<file path="src/rtl/pwm_multi_if.sv">
// Duty-word handshake between the signal mixer (master) and the PWM block (slave).
// Channel i of duty_in occupies bits [i*WIDTH +: WIDTH].
interface pwm_multi_if #(
    parameter int WIDTH    = 8,
    parameter int CHANNELS = 2
);
    logic [CHANNELS*WIDTH-1:0] duty_in;
    logic                      duty_valid;
    logic                      duty_ready;

    modport master (output duty_in, output duty_valid, input duty_ready);
    modport slave  (input duty_in, input duty_valid, output duty_ready);
endinterface

</file>
<file path="src/rtl/pwm_multi.sv">
// Multi-channel PWM generator: one shared up / up-down counter, per-channel
// double-buffered duty words that only take effect at a period boundary.

// Per-channel registered compare. Low whenever the counter is not running.
module pwm_multi_lane #(
    parameter int WIDTH = 8
) (
    input  logic             clk,
    input  logic             n_rst,
    input  logic             en,
    input  logic [WIDTH-1:0] cnt,
    input  logic [WIDTH-1:0] duty,
    output logic             pwm
);
    // Output register: one cycle behind the counter value it was compared against.
    always_ff @(posedge clk or negedge n_rst) begin
        if (!n_rst) pwm <= 1'b0;
        else        pwm <= en && (cnt < duty);
    end
endmodule

module pwm_multi #(
    parameter int WIDTH    = 8,
    parameter int CHANNELS = 2
) (
    input  logic                clk,
    input  logic                n_rst,
    input  logic                en,
    input  logic                mode,
    pwm_multi_if.slave          dif,
    output logic [CHANNELS-1:0] pwm_out,
    output logic                period_start
);
    localparam logic [WIDTH-1:0] MAX = '1;

    logic [WIDTH-1:0] cnt, cnt_nxt;
    logic             dir, dir_nxt;
    logic             mode_q;
    logic             pending;
    logic             boundary, accept, consume;
    logic [CHANNELS-1:0][WIDTH-1:0] active, shadow, active_nxt;

    assign boundary         = en && (cnt == '0);
    assign period_start     = boundary;
    assign dif.duty_ready   = !pending;
    assign accept           = dif.duty_valid && !pending;
    // While stopped the shadow word drains straight away so the first enabled
    // period already uses it.
    assign consume          = pending && (boundary || !en);
    // The compare at cnt==0 must already see the word being promoted this
    // cycle, otherwise the first output cycle of a period would use stale duty.
    assign active_nxt       = consume ? shadow : active;

    // Next counter value: wrap in edge mode, bounce between 0 and MAX in center mode.
    always_comb begin
        cnt_nxt = cnt + 1'b1;
        dir_nxt = 1'b0;
        if (mode_q) begin
            cnt_nxt = dir ? (cnt - 1'b1) : (cnt + 1'b1);
            dir_nxt = dir;
            if (cnt_nxt == MAX)     dir_nxt = 1'b1;
            else if (cnt_nxt == '0) dir_nxt = 1'b0;
        end
    end

    // Counter, direction and mode latch; mode only changes at a boundary or while stopped.
    always_ff @(posedge clk or negedge n_rst) begin
        if (!n_rst) begin
            cnt    <= '0;
            dir    <= 1'b0;
            mode_q <= 1'b0;
        end else if (!en) begin
            cnt    <= '0;
            dir    <= 1'b0;
            mode_q <= mode;
        end else begin
            cnt <= cnt_nxt;
            dir <= dir_nxt;
            if (boundary) mode_q <= mode;
        end
    end

    // Double buffer: accept into shadow when free, promote to active at a boundary.
    // A word accepted on the boundary itself waits for the following one.
    always_ff @(posedge clk or negedge n_rst) begin
        if (!n_rst) begin
            active  <= '0;
            shadow  <= '0;
            pending <= 1'b0;
        end else if (consume) begin
            active  <= shadow;
            pending <= 1'b0;
        end else if (accept) begin
            shadow  <= dif.duty_in;
            pending <= 1'b1;
        end
    end

    for (genvar i = 0; i < CHANNELS; i++) begin : g_lane
        pwm_multi_lane #(.WIDTH(WIDTH)) u_lane (
            .clk  (clk),
            .n_rst(n_rst),
            .en   (en),
            .cnt  (cnt),
            .duty (active_nxt[i]),
            .pwm  (pwm_out[i])
        );
    end
endmodule
</file>
<file path="src/flat_wrapper.sv">
// flat-port wrapper written by rule: the top's interface ports become plain ports
module pwm_multi_flat 
#(
    parameter int WIDTH    = 8,
    parameter int CHANNELS = 2
)
  (clk, n_rst, en, mode, pwm_out, period_start, dif_duty_in, dif_duty_valid, dif_duty_ready);
  pwm_multi_if #(.WIDTH(WIDTH), .CHANNELS(CHANNELS)) dif_i ();
  input  logic clk;
  input  logic n_rst;
  input  logic en;
  input  logic mode;
  output logic [CHANNELS-1:0] pwm_out;
  output logic period_start;
  input wire logic [$bits(dif_i.duty_in)-1:0] dif_duty_in;
  input wire logic [$bits(dif_i.duty_valid)-1:0] dif_duty_valid;
  output wire logic [$bits(dif_i.duty_ready)-1:0] dif_duty_ready;
  assign dif_i.duty_in = dif_duty_in;
  assign dif_i.duty_valid = dif_duty_valid;
  assign dif_duty_ready = dif_i.duty_ready;
  pwm_multi #(.WIDTH(WIDTH), .CHANNELS(CHANNELS)) u_core (.clk(clk), .n_rst(n_rst), .en(en), .mode(mode), .dif(dif_i), .pwm_out(pwm_out), .period_start(period_start));
endmodule
</file>
<file path="config.mk">
export PLATFORM = sky130hd
export DESIGN_NAME = pwm_multi_flat
export DESIGN_NICKNAME = d
export VERILOG_FILES = /design/src/rtl/pwm_multi_if.sv /design/src/rtl/pwm_multi.sv /design/src/flat_wrapper.sv
export SDC_FILE = /design/constraint.sdc
export NUM_CORES = 1
export LEC_CHECK = 0
export CORE_MARGIN = 4
export CORE_UTILIZATION = 35
export CTS_CLUSTER_DIAMETER = 50
export DETAILED_ROUTE_END_ITERATION = 7
export HOLD_SLACK_MARGIN = 0.15
export PLACE_DENSITY = 0.66
export SYNTH_ARGS = -nofsm -noshare
export SYNTH_HDL_FRONTEND = slang
export SYNTH_SLANG_ARGS = --single-unit
</file>
<file path="constraint.sdc">
create_clock -name clk -period 7.35 [get_ports clk]
set_input_delay 1.1025 -clock clk [delete_from_list [all_inputs] [get_ports clk]]
set_output_delay 1.1025 -clock clk [all_outputs]
set_load 0.005 [all_outputs]
</file>
* Word level (Yosys, flattened, before mapping)
Cells that the tools add are included.
** Storage, ports and cells
- Bits of input ports :: 21
- Output and inout port bits :: 4
- Register bits after elaboration :: 45
- Word-level logic and storage cells :: 42
** Cells by class
- Reduce and logical (&&, ||, !) cells :: 12
- Bitwise operators :: 1
- Equal/unequal tests :: 3
- Add/subtract/negate cells :: 2
- Muxes and demuxes :: 12
- Magnitude comparators :: 2
** Operator list (count)
- $mux 8 :: 3
- $logic_not 8->1 :: 2
- $lt 8x8->1 :: 2
- $mux 16 :: 1
- $add 8x1->8 const B :: 1
- $eq 8x8->1 const B :: 1
- $mux 1 :: 8
- $sub 8x1->8 const B :: 1
- $logic_and 1x1->1 :: 5
- $ne 4x4->1 const B :: 1
- $logic_not 1->1 :: 2
- $ne 2x1->1 const B :: 1
- $reduce_and 2->1 :: 1
- $reduce_bool 2->1 :: 1
- $logic_or 1x1->1 :: 1
- $not 1->1 :: 1

* Depth between registers and ports, before layout
- Depth in word-level cells :: 7
- Depth in mapped cells :: 13
- Gate-level depth less buffers :: 13

* Modules after synthesis
A second synthesis with hierarchy kept.
** Unflattened totals
- Cell total of the unflattened synthesis :: 216
- Area, all modules :: 2514.9 µm²
** By module, submodules not included
- pwm_multi :: area each 2097.0 µm², instances 1, seq. area each 1076.0 µm², cells an instance 162
- pwm_multi_lane :: area each 209.0 µm², instances 2, seq. area each 25.0 µm², cells an instance 27

* Worst setup path after synthesis
OpenSTA, ideal clock, no wires.
- Path kind :: register -> register
- From :: register u_core.cnt[4]
- To :: register u_core.g_lane[0].u_lane.pwm
- Path slack :: 4.293 ns
- Data arrival time :: 2.979 ns
- Cell stages (with the launch flop) :: 12
- Cells stage by stage :: dfrtp_1 > buf_6 > or4_4 > o41ai_4 > nand2_4 > buf_2 > mux2i_1 > ha_1 > a211oi_1 > o21ai_0 > a2111oi_0 > o2bb2ai_1
** On the way
- Word-level cells in the longest chain between the ends :: 7
** RTL lines
- start: declaration :: RTL line pwm_multi.sv:36 : logic [WIDTH-1:0] cnt, cnt_nxt;
- start signal: assignment :: RTL line pwm_multi.sv:77 : cnt <= cnt_nxt;
- $logic_not 8->1 :: RTL line pwm_multi.sv:43 : assign boundary = en && (cnt == '0);
- $logic_and 1x1->1 :: RTL line pwm_multi.sv:43
- $logic_or 1x1->1 :: RTL line pwm_multi.sv:49 : assign consume = pending && (boundary || !en);
- $logic_and 1x1->1 :: RTL line pwm_multi.sv:49
- $mux 16
- $lt 8x8->1 (*) :: RTL line pwm_multi.sv:18 : else pwm <= en && (cnt < duty);
- $logic_and 1x1->1 (*) :: RTL line pwm_multi.sv:18
- end signal: assignment :: RTL line pwm_multi.sv:18
- end: declaration :: RTL line pwm_multi.sv:13 : output logic pwm
Mark *: on every way between the ends. The rest lies on a longest branch, timed or not.
A chain may end at the register's enable or synchronous reset.

* Final worst setup path
- From :: input en
- To :: output period_start
** On the way
- Word-level cells in the longest chain between the ends :: 1
** RTL lines
- start: declaration :: RTL line flat_wrapper.sv:11 : input logic en;
- $logic_and 1x1->1 :: RTL line pwm_multi.sv:43
- end: declaration :: RTL line flat_wrapper.sv:14 : output logic period_start;
Every way passes these cells.

==> impl_metrics.csv <==
group,metric,value,unit
timing,period_minus_slack,3730,ps
floorplan,die_area,8400,µm²
drt,vias,1627,
clock_tree,insertion_delay,300,ps
timing,tightest_slew,986,ps
min_path,hold_path.class,"reg -> reg",
critical_path,cp-startpoint,"en",
power_and_ir_drop,power_density,292,nW/µm²
timing,rsz0062_at_grt,"no",
placed_design,dpl.cell_count,330,
power_and_ir_drop,pwr-share-clk,23.2,%
timing,drv_slew,0,
power_and_ir_drop,switching_share,31.1,%
cells_and_area,layout.cells.non_filler,338,
power_and_ir_drop,p_sw,0.260,mW
clock_tree,root_buffer,"clkbuf_8",
yosys,synth_flop_cell,"dfrtp_1",
clock_tree,post_cts_buffers,0,
floorplan,io_pins,25,
critical_path,criticalPathCategory,"in -> out",
clock_tree,cts.sinks,45,
grt,grt_pass1_wl,8270,µm
timing,skew,6.53,ps
floorplan,fp.dieH,91.6,µm
clock_tree,cts_buffers,5,
drt,drt_iter0_drc,52,
critical_path,reg2reg_slack,3990,ps
critical_path,cp_common_cell,"clkdlybuf4s50_1",
yosys,ys_types,43,
timing,setup_viol,0,
placed_design,gp_congestion,0.814,
floorplan,rows,30,
critical_path,cpPeakStageDelay,530,ps
yosys,ys_async_sr_fraction,100,%
grt,overflow,0,
clock_tree,cts_tree,"built",
critical_path,start_kind,"primary input",
clock_tree,post_cts_resize_count,0,
clock_tree,cts_buffer_depth,2,
critical_path,cp_slowest_cell,"clkdlybuf4s50_1",
yosys,synth_warnings,0,
cells_and_area,final_layout_size_suffix_gt1_share,14.0,%
critical_path,critPathMaxFanout,11,
timing,relSlewSlack,34.3,%
cells_and_area,antennaDiodeCount,0,
grt,grt_pass1_vias,1746,
cells_and_area,fillers,643,
clock_tree,holdBufCountCts,0,
drt,drc,0,
floorplan,die_x,91.6,µm
power_and_ir_drop,power_leakage,1.31,nW
clock_tree,cts_max_level,2,
cells_and_area,nets,279,
power_and_ir_drop,pwr-share-comb,31.8,%
critical_path,cp_cell_sequence,"clkdlybuf4s50_1 -> inv_1 -> nor3_1 -> clkdlybuf4s50_1",
timing,finalSetupTns,0,ps
power_and_ir_drop,ir_drop,139,µV
critical_path,crit_path_end,"period_start",
timing,final-hold-violation-count,0,
drt,wl,4640,µm
yosys,synth-edff-count,0,
grt,grtUsageTotal,12.3,%
critical_path,crit_path_end_kind,"output port",
outcome,status,"completed",
critical_path,cp.required,6250,ps
power_and_ir_drop,power,0.837,mW
power_and_ir_drop,p_int,0.577,mW
yosys,synth_area,2450,µm²
drt,drt_first_pass_iters,4,
critical_path,arrival,2620,ps
yosys,avgSynthCellArea,11.1,µm²
clock_tree,clk_pin_slew_worst_paths,80,ps
critical_path,r2r-start,"u_core.cnt[2]$_DFF_PN0_",
timing,fmax,0.268,GHz
yosys,yosysSeqAreaShare,46.0,%
floorplan,initial_core_util,36.0,%
drt,via_per_inst,4.81,
grt,antenna_found_initial,0,
yosys,syn_nets,258,
floorplan,core,6790,µm²
drt,ant_nets,0,
grt,grt_max_degree,46,
placed_design,io_buffers,24,
placed_design,dpl.hpwl,3320,µm
power_and_ir_drop,seqPwrFrac,45.0,%
flow_run,drv_cap,0,
critical_path,reg2reg_to,"u_core.g_lane[1].u_lane.pwm$_DFF_PN0_",
yosys,syn_inst,220,
timing,whs,491,ps
yosys,synth.ff_latch_count,45,
drt,wire_per_inst,13.7,µm
critical_path,rr_worst_depth,11,
timing,post-route-period-util,50.7,%
cells_and_area,areaGrowthSynthToFinish,17.2,%
## layout make-up
cell class	count	area, µm²	share of cell area, %
Clock inverter	1	30.0	1.05
Clock buffer	7	86.3	3.01
Multi-Input combinational cell	144	1190	41.4
Inverter	20	75.1	2.62
Sequential cell	45	1130	39.2
Tap cell	96	120	4.19
Timing Repair Buffer	25	243	8.46
## power by group through the flow
stage          Clock [mW]  Sequential [mW]  Combinational (mW)
6_report            0.195            0.376               0.266
5_1_grt             0.210            0.386               0.309
4_1_cts             0.199            0.377               0.271
3_5_place_dp            0            0.383               0.270
3_3_place_gp            0            0.381               0.261
2_1_floorplan           0            0.360               0.213
## placed cells by master, fill, tap and decap left out, drive strengths merged, types with 3 or more instances in the layout
cell type      count
nand3              6
dfrtp             45
a211oi             4
inv               20
a21oi              6
nor3               5
ha                17
nor2b              3
mux2              21
nand2              8
o21ai              7
clkbuf             7
xnor2             10
nor2              14
xor2               5
clkdlybuf4s50     23
mux2i             14
## metal layers
metal / vias to the layer above / GRT usage [%] / wire length (µm)
met2: 35 / 18.7 / 2100
met4: 0 / 4.65 / 67
met5: - / 0 / 0
li1: 803 / - / -
met1: 781 / 16.4 / 2220
met3: 8 / 3.69 / 248
## metrics by stage
stage / cell area (µm²) / setup slack (ps) / utilization, %
detailed placement: 2750 / 3620 / 40.5
global route: 2870 / 3530 / 42.2
finish: 2870 / 3620 / 42.2
CTS: 2870 / 3600 / 42.2
global placement: 2750 / 3640 / 40.5
floorplan: 2450 / 4290 / -
## synth_stat cells (all sizes together) (3+ instances only)
library cell,instances,area [µm²]
xor2,5,43.8
a21oi,6,30.0
nand2,8,37.5
nor2,14,52.6
xnor2,10,87.6
inv,20,75.1
a211oi,4,30.0
ha,17,213
o21ai,7,35.0
buf,7,43.8
nand3,6,30.0
nor2b,3,18.8
mux2i,14,140
mux2,21,240
nor3,5,25.0
dfrtp,45,1130
clkbuf,4,15.0
## cells by family after synthesis
logic type / share of synthesized area [%]
fa+ha+maj: 8.69
mux: 15.5
flops: 46.0
simple gates: 10.3
compound gates: 8.64
buf+inv: 5.47
xor+xnor: 5.37
## worst min path at each step
stage	from	endpoint	slack [ps]	cells past startpoint
finish	u_core.active[10]$_DFF_PN0_	u_core.active[10]$_DFF_PN0_	490	2
global route	u_core.active[10]$_DFF_PN0_	u_core.active[10]$_DFF_PN0_	510	2
CTS	u_core.active[10]$_DFF_PN0_	u_core.active[10]$_DFF_PN0_	500	2
detailed placement	u_core.active[10]$_DFF_PN0_	u_core.active[10]$_DFF_PN0_	480	2
global placement	u_core.active[10]$_DFF_PN0_	u_core.active[10]$_DFF_PN0_	480	2
floorplan	u_core.active[10]$_DFF_PN0_	u_core.active[10]$_DFF_PN0_	460	2
## flip-flops by register name, summed over array words and instances (netlist names)
register                  cells
u_core.active                16
u_core.shadow                16
u_core.cnt                    8
u_core.g_lane.u_lane.pwm      2
u_core.dir                    1
u_core.mode_q                 1
u_core.pending                1
## worst max-delay path, delay by kind of cell
family | cells | cell delay (ps)
and+or+nand+nor | 1 | 240
buffers and inverters | 3 | 1270
No activity file was read; power rests on OpenSTA's default activity.
